File: src/rtl/unified_mem_arbiter_if.sv
// unified_mem_arbiter_if: fetch, load/store and memory-side signals of the unified memory arbiter
interface unified_mem_arbiter_if #(
  parameter int ADDR_W = 32,
  parameter int DATA_W = 32
);
  logic              if_req_valid;
  logic              if_req_ready;
  logic [ADDR_W-1:0] if_addr;
  logic              if_rsp_valid;
  logic [DATA_W-1:0] if_rsp_data;
  logic              d_req_valid;
  logic              d_req_ready;
  logic              d_we;
  logic [ADDR_W-1:0] d_addr;
  logic [DATA_W-1:0] d_wdata;
  logic [DATA_W/8-1:0] d_wstrb;
  logic              d_rsp_valid;
  logic [DATA_W-1:0] d_rsp_rdata;
  logic              mem_req;
  logic              mem_we;
  logic [ADDR_W-1:0] mem_addr;
  logic [DATA_W-1:0] mem_wdata;
  logic [DATA_W/8-1:0] mem_wstrb;
  logic              mem_ack;
  logic              mem_rvalid;
  logic [DATA_W-1:0] mem_rdata;
  modport slave (
    input  if_req_valid, if_addr, d_req_valid, d_we, d_addr, d_wdata, d_wstrb,
           mem_ack, mem_rvalid, mem_rdata,
    output if_req_ready, if_rsp_valid, if_rsp_data, d_req_ready, d_rsp_valid, d_rsp_rdata,
           mem_req, mem_we, mem_addr, mem_wdata, mem_wstrb
  );
  modport master (
    output if_req_valid, if_addr, d_req_valid, d_we, d_addr, d_wdata, d_wstrb,
           mem_ack, mem_rvalid, mem_rdata,
    input  if_req_ready, if_rsp_valid, if_rsp_data, d_req_ready, d_rsp_valid, d_rsp_rdata,
           mem_req, mem_we, mem_addr, mem_wdata, mem_wstrb
  );
endinterface

File: src/rtl/unified_mem_arbiter.sv
// unified_mem_arbiter: one-at-a-time sharing of a single-port memory, data first with a fetch starvation bound
module unified_mem_arbiter #(
  parameter int ADDR_W          = 32,
  parameter int DATA_W          = 32,
  parameter int MAX_DATA_STREAK = 4
) (
  input logic                  clk,
  input logic                  rst,
  unified_mem_arbiter_if.slave bus
);
  localparam int SW = DATA_W / 8;
  localparam int CW = $clog2(MAX_DATA_STREAK + 1);
  typedef enum logic [1:0] {IDLE, ISSUE, WAIT} state_t;
  state_t            state_q, state_d;
  logic [CW-1:0]     streak_q, streak_d;
  logic              owner_q, owner_d, we_q, we_d;
  logic [ADDR_W-1:0] addr_q, addr_d;
  logic [DATA_W-1:0] wdata_q, wdata_d, if_rdata_q, if_rdata_d, d_rdata_q, d_rdata_d;
  logic [SW-1:0]     wstrb_q, wstrb_d;
  logic              if_rsp_q, if_rsp_d, d_rsp_q, d_rsp_d;
  logic              idle, fetch_win, data_win, grant, done, at_max;
  always_comb begin
    idle      = state_q == IDLE && !rst;
    at_max    = streak_q == CW'(MAX_DATA_STREAK);
    fetch_win = bus.if_req_valid && (!bus.d_req_valid || at_max);
    data_win  = bus.d_req_valid && !fetch_win;
    grant     = idle && (fetch_win || data_win);
    done      = bus.mem_rvalid && (state_q == WAIT || (state_q == ISSUE && bus.mem_ack));
    state_d   = grant ? ISSUE : done ? IDLE : (state_q == ISSUE && bus.mem_ack) ? WAIT : state_q;
    owner_d   = grant ? data_win : owner_q;
    we_d      = grant ? data_win && bus.d_we : we_q;
    addr_d    = grant ? (data_win ? bus.d_addr : bus.if_addr) : addr_q;
    wdata_d   = grant ? (data_win ? bus.d_wdata : '0) : wdata_q;
    wstrb_d   = grant ? (data_win && bus.d_we ? bus.d_wstrb : '0) : wstrb_q;
    streak_d  = !grant ? streak_q :
                (data_win && bus.if_req_valid) ? (at_max ? streak_q : streak_q + 1'b1) : '0;
    if_rsp_d  = done && !owner_q;
    d_rsp_d   = done && owner_q;
    if_rdata_d = if_rsp_d ? bus.mem_rdata : if_rdata_q;
    d_rdata_d  = d_rsp_d ? (we_q ? '0 : bus.mem_rdata) : d_rdata_q;
  end
  always_ff @(posedge clk or posedge rst) begin
    if (rst) begin
      state_q    <= IDLE;
      streak_q   <= '0;
      owner_q    <= 1'b0;
      we_q       <= 1'b0;
      addr_q     <= '0;
      wdata_q    <= '0;
      wstrb_q    <= '0;
      if_rsp_q   <= 1'b0;
      d_rsp_q    <= 1'b0;
      if_rdata_q <= '0;
      d_rdata_q  <= '0;
    end else begin
      state_q    <= state_d;
      streak_q   <= streak_d;
      owner_q    <= owner_d;
      we_q       <= we_d;
      addr_q     <= addr_d;
      wdata_q    <= wdata_d;
      wstrb_q    <= wstrb_d;
      if_rsp_q   <= if_rsp_d;
      d_rsp_q    <= d_rsp_d;
      if_rdata_q <= if_rdata_d;
      d_rdata_q  <= d_rdata_d;
    end
  end
  assign bus.if_req_ready = idle && fetch_win;
  assign bus.d_req_ready  = idle && data_win;
  assign bus.if_rsp_valid = if_rsp_q;
  assign bus.if_rsp_data  = if_rdata_q;
  assign bus.d_rsp_valid  = d_rsp_q;
  assign bus.d_rsp_rdata  = d_rdata_q;
  assign bus.mem_req      = state_q == ISSUE;
  assign bus.mem_we       = we_q;
  assign bus.mem_addr     = addr_q;
  assign bus.mem_wdata    = wdata_q;
  assign bus.mem_wstrb    = wstrb_q;
endmodule

File: src/flat_wrapper.sv
// flat-port wrapper written by rule: the top's interface ports become plain ports
module unified_mem_arbiter_flat 
#(
  parameter int ADDR_W          = 32,
  parameter int DATA_W          = 32,
  parameter int MAX_DATA_STREAK = 4
)
  (clk, rst, bus_if_req_valid, bus_if_addr, bus_d_req_valid, bus_d_we, bus_d_addr, bus_d_wdata, bus_d_wstrb, bus_mem_ack, bus_mem_rvalid, bus_mem_rdata, bus_if_req_ready, bus_if_rsp_valid, bus_if_rsp_data, bus_d_req_ready, bus_d_rsp_valid, bus_d_rsp_rdata, bus_mem_req, bus_mem_we, bus_mem_addr, bus_mem_wdata, bus_mem_wstrb);
  unified_mem_arbiter_if #(.ADDR_W(ADDR_W), .DATA_W(DATA_W)) bus_i ();
  input logic clk;
  input logic rst;
  input wire logic [$bits(bus_i.if_req_valid)-1:0] bus_if_req_valid;
  input wire logic [$bits(bus_i.if_addr)-1:0] bus_if_addr;
  input wire logic [$bits(bus_i.d_req_valid)-1:0] bus_d_req_valid;
  input wire logic [$bits(bus_i.d_we)-1:0] bus_d_we;
  input wire logic [$bits(bus_i.d_addr)-1:0] bus_d_addr;
  input wire logic [$bits(bus_i.d_wdata)-1:0] bus_d_wdata;
  input wire logic [$bits(bus_i.d_wstrb)-1:0] bus_d_wstrb;
  input wire logic [$bits(bus_i.mem_ack)-1:0] bus_mem_ack;
  input wire logic [$bits(bus_i.mem_rvalid)-1:0] bus_mem_rvalid;
  input wire logic [$bits(bus_i.mem_rdata)-1:0] bus_mem_rdata;
  output wire logic [$bits(bus_i.if_req_ready)-1:0] bus_if_req_ready;
  output wire logic [$bits(bus_i.if_rsp_valid)-1:0] bus_if_rsp_valid;
  output wire logic [$bits(bus_i.if_rsp_data)-1:0] bus_if_rsp_data;
  output wire logic [$bits(bus_i.d_req_ready)-1:0] bus_d_req_ready;
  output wire logic [$bits(bus_i.d_rsp_valid)-1:0] bus_d_rsp_valid;
  output wire logic [$bits(bus_i.d_rsp_rdata)-1:0] bus_d_rsp_rdata;
  output wire logic [$bits(bus_i.mem_req)-1:0] bus_mem_req;
  output wire logic [$bits(bus_i.mem_we)-1:0] bus_mem_we;
  output wire logic [$bits(bus_i.mem_addr)-1:0] bus_mem_addr;
  output wire logic [$bits(bus_i.mem_wdata)-1:0] bus_mem_wdata;
  output wire logic [$bits(bus_i.mem_wstrb)-1:0] bus_mem_wstrb;
  assign bus_i.if_req_valid = bus_if_req_valid;
  assign bus_i.if_addr = bus_if_addr;
  assign bus_i.d_req_valid = bus_d_req_valid;
  assign bus_i.d_we = bus_d_we;
  assign bus_i.d_addr = bus_d_addr;
  assign bus_i.d_wdata = bus_d_wdata;
  assign bus_i.d_wstrb = bus_d_wstrb;
  assign bus_i.mem_ack = bus_mem_ack;
  assign bus_i.mem_rvalid = bus_mem_rvalid;
  assign bus_i.mem_rdata = bus_mem_rdata;
  assign bus_if_req_ready = bus_i.if_req_ready;
  assign bus_if_rsp_valid = bus_i.if_rsp_valid;
  assign bus_if_rsp_data = bus_i.if_rsp_data;
  assign bus_d_req_ready = bus_i.d_req_ready;
  assign bus_d_rsp_valid = bus_i.d_rsp_valid;
  assign bus_d_rsp_rdata = bus_i.d_rsp_rdata;
  assign bus_mem_req = bus_i.mem_req;
  assign bus_mem_we = bus_i.mem_we;
  assign bus_mem_addr = bus_i.mem_addr;
  assign bus_mem_wdata = bus_i.mem_wdata;
  assign bus_mem_wstrb = bus_i.mem_wstrb;
  unified_mem_arbiter #(.ADDR_W(ADDR_W), .DATA_W(DATA_W), .MAX_DATA_STREAK(MAX_DATA_STREAK)) u_core (.clk(clk), .rst(rst), .bus(bus_i));
endmodule
File: config.mk
export PLATFORM = sky130hd
export DESIGN_NAME = unified_mem_arbiter_flat
export DESIGN_NICKNAME = d
export VERILOG_FILES = /design/src/rtl/unified_mem_arbiter_if.sv /design/src/rtl/unified_mem_arbiter.sv /design/src/flat_wrapper.sv
export SDC_FILE = /design/constraint.sdc
export NUM_CORES = 1
export LEC_CHECK = 0
export CORE_ASPECT_RATIO = 0.6
export CORE_MARGIN = 10
export CORE_UTILIZATION = 45
export DETAILED_ROUTE_END_ITERATION = 8
export PLACE_DENSITY_LB_ADDON = 0.05
export SETUP_SLACK_MARGIN = 0.2
export SLEW_MARGIN = 15
export SYNTH_ARGS = -nofsm -noshare
export SYNTH_HDL_FRONTEND = slang
export SYNTH_SLANG_ARGS = --single-unit
File: constraint.sdc
create_clock -name clk -period 12.25 [get_ports clk]
set_input_delay 1.8375 -clock clk [delete_from_list [all_inputs] [get_ports clk]]
set_output_delay 1.8375 -clock clk [all_outputs]
set_load 0.01 [all_outputs]
Yosys cells after proc, flatten, opt, wreduce, memory -nomap -nowiden
Cells that the tools add are included.
{"block": "op_classes", "n_reduce_logical": 22, "n_mul": 0, "n_eq_ne": 4, "n_bitwise": 0, "add_sub_neg": 1, "n_div": 0, "mux": 9, "magnitude_cmp": 0, "shift": 0}
{"op": "2-to-1 mux 32 bit", "n": 3}
{"op": "logical AND 1 bit", "n": 12}
{"op": "2-to-1 mux 2 bit", "n": 3}
{"op": "2-to-1 mux 3 bit", "n": 2}
{"op": "zero test 1 bit", "n": 4}
{"op": "2-to-1 mux 4 bit", "n": 1}
{"op": "adder 3 x 1 -> 3 bit (second input constant)", "n": 1}
{"op": "equality test 3 bit (second input constant)", "n": 1}
{"op": "logical OR 1 bit", "n": 3}
{"op": "nonzero test 3 bit", "n": 1}
{"op": "equality test 2 x 1 -> 1 bit (second input constant)", "n": 1}
{"op": "equality test 2 bit (second input constant)", "n": 1}
{"op": "zero test 2 bit", "n": 1}
{"op": "!= test 2 bit (second input constant)", "n": 1}
{"op": "AND reduction 2 bit", "n": 1}
{"block": "word_totals", "word_cells": 47, "memories": 0, "ram_bits": 0, "out_inout_bits": 138, "reg_bits": 141, "romBits": 0, "input_bits": 139, "latchBits": 0}

Longest topological paths before layout
{"block": "depth", "word_depth": 8, "mapped_depth": 7, "ltp_nobuf": 5}

Worst setup path after synthesis
OpenSTA, ideal clock, no wires.
{"block": "synth_timing", "kind": "input to output", "start": "input rst", "end": "output bus_d_req_ready", "arrival_time_ps": 2620, "path_buffers": 1, "cell_stages": 3, "slack_ps": 7793, "required_time_ps": 10412, "cell_sequence": "or3_4 -> nor3_4 -> buf_6"}
{"block": "synth_via", "elab_chain_cells": 3}
{"item": "start: declaration", "line": "flat_wrapper.sv:11", "rtl": "input logic rst;"}
{"item": "zero test 1 bit", "line": "unified_mem_arbiter.sv:23", "rtl": "idle = state_q == IDLE && !rst;"}
{"item": "logical AND 1 bit", "line": "unified_mem_arbiter.sv:23"}
{"item": "logical AND 1 bit", "line": "unified_mem_arbiter.sv:70", "rtl": "assign bus.d_req_ready = idle && data_win;"}
{"item": "end: declaration", "line": "flat_wrapper.sv:25", "rtl": "output wire logic [$bits(bus_i.d_req_ready)-1:0] bus_d_req_ready;"}
Every way passes these cells.

Worst setup path in the final report
{"block": "layout_timing", "start": "input bus_d_req_valid", "end": "output bus_d_req_ready"}
{"block": "layout_via", "elab_chain_cells": 6}
{"item": "start: declaration", "line": "flat_wrapper.sv:14", "rtl": "input wire logic [$bits(bus_i.d_req_valid)-1:0] bus_d_req_valid;"}
{"item": "zero test 1 bit", "line": "unified_mem_arbiter.sv:25", "rtl": "fetch_win = bus.if_req_valid && (!bus.d_req_valid || at_max);"}
{"item": "logical OR 1 bit", "line": "unified_mem_arbiter.sv:25"}
{"item": "logical AND 1 bit", "line": "unified_mem_arbiter.sv:25"}
{"item": "zero test 1 bit", "line": "unified_mem_arbiter.sv:26", "rtl": "data_win = bus.d_req_valid && !fetch_win;"}
{"item": "logical AND 1 bit (*)", "line": "unified_mem_arbiter.sv:26"}
{"item": "logical AND 1 bit (*)", "line": "unified_mem_arbiter.sv:70"}
Every way passes the cells marked *; elsewhere a longest branch is shown, timed or not.

==> results_dict.tcl <==
set metrics [dict create \
    cp.required_ns 10.41 \
    power.density_nw_per_um2 252 \
    ys_warn_count 0 \
    drive_gt1_share_pct 14.7 \
    root_buffer "clkbuf_16" \
    dr_wl_met3_um 2130 \
    h-tree-depth 4 \
    fill_cells 906 \
    max_freq_mhz 159 \
    period_share_pct 51.5 \
    vdd_drop_max_mv 0.123 \
    max-cap-violations 0 \
    synthCells 490 \
    numCtsBuffers 17 \
    worst_pin_slew_ns 1.16 \
    setup_viol 0 \
    routed.top_layer "met4" \
    r2r_end "u_core.bus.mem_wdata[9]" \
    die-area_um2 18400 \
    synth_nets 631 \
    grt.total_usage_pct 21.2 \
    final_cell_mix "clkdlybuf4s50_1 (276), dfrtp_1 (141), mux2_2 (64), nand3_1 (37), o21ai_0 (36)" \
    grt_max_degree 85 \
    final_common_cell "clkdlybuf4s50_1" \
    cts_resized 0 \
    ff2ff_setup_slack_ns 9.90 \
    regArea_um2 3530 \
    critical_path_peak_fanout 38 \
    gp_congestion 0.822 \
    grt_pass1_vias 5370 \
    nets 892 \
    critPathKind "in2out" \
    syn_area_per_cell_um2 12.2 \
    dpl.hpwl_um 14900 \
    holdPathStages 1 \
    drtPass1Iterations 5 \
    insertion_delay_ns 0.41 \
    multi_input_area_um2 2220 \
    post_cts_buffers 0 \
    pin_count 277 \
    drc 0 \
    end_kind "primary output" \
    cts_hold_buf 0 \
    synthesis.area_um2 5970 \
    cts_tree "yes" \
    critPathArrivalTime_ns 4.47 \
    synth-seq-cells 141 \
    relSlewSlack_pct 22.7 \
    rsz0062_at_grt "false" \
    vias 5133 \
    die-height_um 109 \
    cts_buffer_depth 2 \
    maxSlewViolCount 0 \
    grt_antenna_before_repair 0 \
    met1_length_um 8040 \
    status "finished clean" \
    dp.cells 901 \
    die_width_um 169 \
    via_per_inst 5.50 \
    wl_met2_um 9940 \
    antenna_left 0 \
    p_leak_nw 3.89 \
    hp-start "u_core.owner_q" \
    fin_skew_ns 0.00659 \
    num_antenna_cells 0 \
    stdcell_area_um2 9460 \
    place_area_um2 8800 \
    hp-class "reg2reg" \
    reg2regPathDepth 6 \
    wl_um 20400 \
    ys_seq_area_share_pct 59.1 \
    reg2reg_from "u_core.streak_q[0]" \
    clk_transition_reported_paths_ns 0.06 \
    setup_tns_ns 0 \
    syn2layout_area_growth_pct 58.4 \
    cp-start-kind "input port" \
    cts.sinks 141 \
    synth.distinct_cells 31 \
    worstHoldEndpoint "u_core.owner_q" \
    start_util_pct 46.3 \
    post_drt_wl_per_cell_um 21.9 \
    num_rows 32 \
    overflow 0 \
    final_cells 933 \
    finalHoldViolCount 0 \
    portBuffers 276 \
    core_area_um2 12900 \
    drtIter0Drc 348 \
    fin_crit_ns 6.31 \
    grt_pass1_wl_um 30800 \
]
-- power breakdown --
| group | internal (mW) | leakage, nW | switching, mW | total, mW |
|---|---|---|---|---|
| registers | 0.682 | 1.72 | 0.131 | 0.813 |
| clock network | 0.347 | 0.303 | 0.202 | 0.548 |
| logic | 0.589 | 1.87 | 0.429 | 1.02 |
-- layout make-up --
class | instances | area share (%)
Sequential cell | 141 | 37.3
Timing Repair Buffer | 283 | 30.0
Multi-Input combinational cell | 301 | 23.5
Clock buffer | 18 | 4.64
Tap cell | 170 | 2.25
Clock inverter | 13 | 2.00
Inverter | 7 | 0.331
-- kinds of logic (layout without fill, tap and decap cells) --
family,after synthesis,after routing,share of synthesized area (%)
AO/OA/AOI/OAI,146,146,15.6
multiplexers,64,64,12.1
buffers and inverters,48,321,4.19
adder cells (fa/ha/maj),2,2,0.419
flip-flops,141,141,59.1
AND/OR/NAND/NOR,89,89,8.60
-- worst max-delay path, cell delays in order --
cell	delay, ns
clkdlybuf4s50_1	0.45
buf_4	0.35
inv_1	0.52
nor3_4	0.31
buf_4	0.36
clkdlybuf4s50_1	0.62
-- metrics by stage --
step	utilization, %	setup slack (ns)	hold slack [ns]	power [mW]
after global routing	73.4	5.77	0.514	2.51
after detailed placement	68.2	5.98	0.479	1.84
after floorplan	-	6.63	0.463	1.24
after CTS	73.1	5.97	0.497	2.40
final	73.4	5.94	0.498	2.38
after global placement	68.2	5.97	0.474	1.81
-- registers in the layout, summed over array words and instances, names as in the netlist --
| register | count |
|---|---|
| u_core.bus.mem_we | 1 |
| u_core.bus.if_rsp_valid | 1 |
| u_core.bus.mem_wdata | 32 |
| u_core.owner_q | 1 |
| u_core.bus.if_rsp_data | 32 |
| u_core.bus.d_rsp_rdata | 32 |
| u_core.bus.mem_wstrb | 4 |
| u_core.bus.mem_addr | 32 |
| u_core.bus.d_rsp_valid | 1 |
| u_core.state_q | 2 |
| u_core.streak_q | 3 |
-- Yosys cell counts --
| library cell | instances | share of area (%) |
|---|---|---|
| dfrtp_1 | 141 | 59 |
| mux2_2 | 64 | 12 |
| nand3_1 | 38 | 3.2 |
| o21ai_0 | 36 | 3.0 |
| a21oi_1 | 34 | 2.9 |
| a31oi_1 | 33 | 3.5 |
| nor2b_1 | 33 | 3.5 |
| a22o_1 | 32 | 4.7 |
| clkbuf_1 | 21 | 1.3 |
| buf_2 | 11 | 0.92 |
| inv_1 | 7 | 0.44 |
| buf_6 | 6 | 1.1 |
| nand2_1 | 6 | 0.38 |
| o2bb2ai_1 | 5 | 0.73 |
| buf_4 | 3 | 0.38 |
| a21oi_2 | 2 | 0.29 |
| and3_1 | 2 | 0.21 |
| ha_1 | 2 | 0.42 |
| nand2b_1 | 2 | 0.21 |
| a21o_1 | 1 | 0.13 |
| a31o_2 | 1 | 0.15 |
| a32o_1 | 1 | 0.17 |
| nand3b_1 | 1 | 0.13 |
| nor2_1 | 1 | 0.063 |
| nor2_2 | 1 | 0.10 |
| nor3_2 | 1 | 0.17 |
| nor3_4 | 1 | 0.27 |
| nor3b_1 | 1 | 0.13 |
| o22ai_1 | 1 | 0.10 |
| or2_2 | 1 | 0.10 |
| or3_4 | 1 | 0.19 |
-- routing by layer --
metal | vias to the layer above | track usage (%)
li1 | 2308 | -
met1 | 2549 | 25.0
met2 | 254 | 34.5
met3 | 22 | 9.88
met4 | 0 | 5.45
met5 | - | 0
-- worst max-delay path by stage --
stage                         start                   endpoint  cells past startpoint  slack (ns)
floorplan                       rst  u_core.bus.d_rsp_rdata[0]                      1        6.63
global placement    bus_d_req_valid            bus_d_req_ready                      6        5.97
detailed placement  bus_d_req_valid            bus_d_req_ready                      6        5.98
CTS                 bus_d_req_valid            bus_d_req_ready                      6        5.97
global route        bus_d_req_valid            bus_d_req_ready                      6        5.77
finish              bus_d_req_valid            bus_d_req_ready                      6        5.94
No activity file was read; power rests on OpenSTA's default activity.
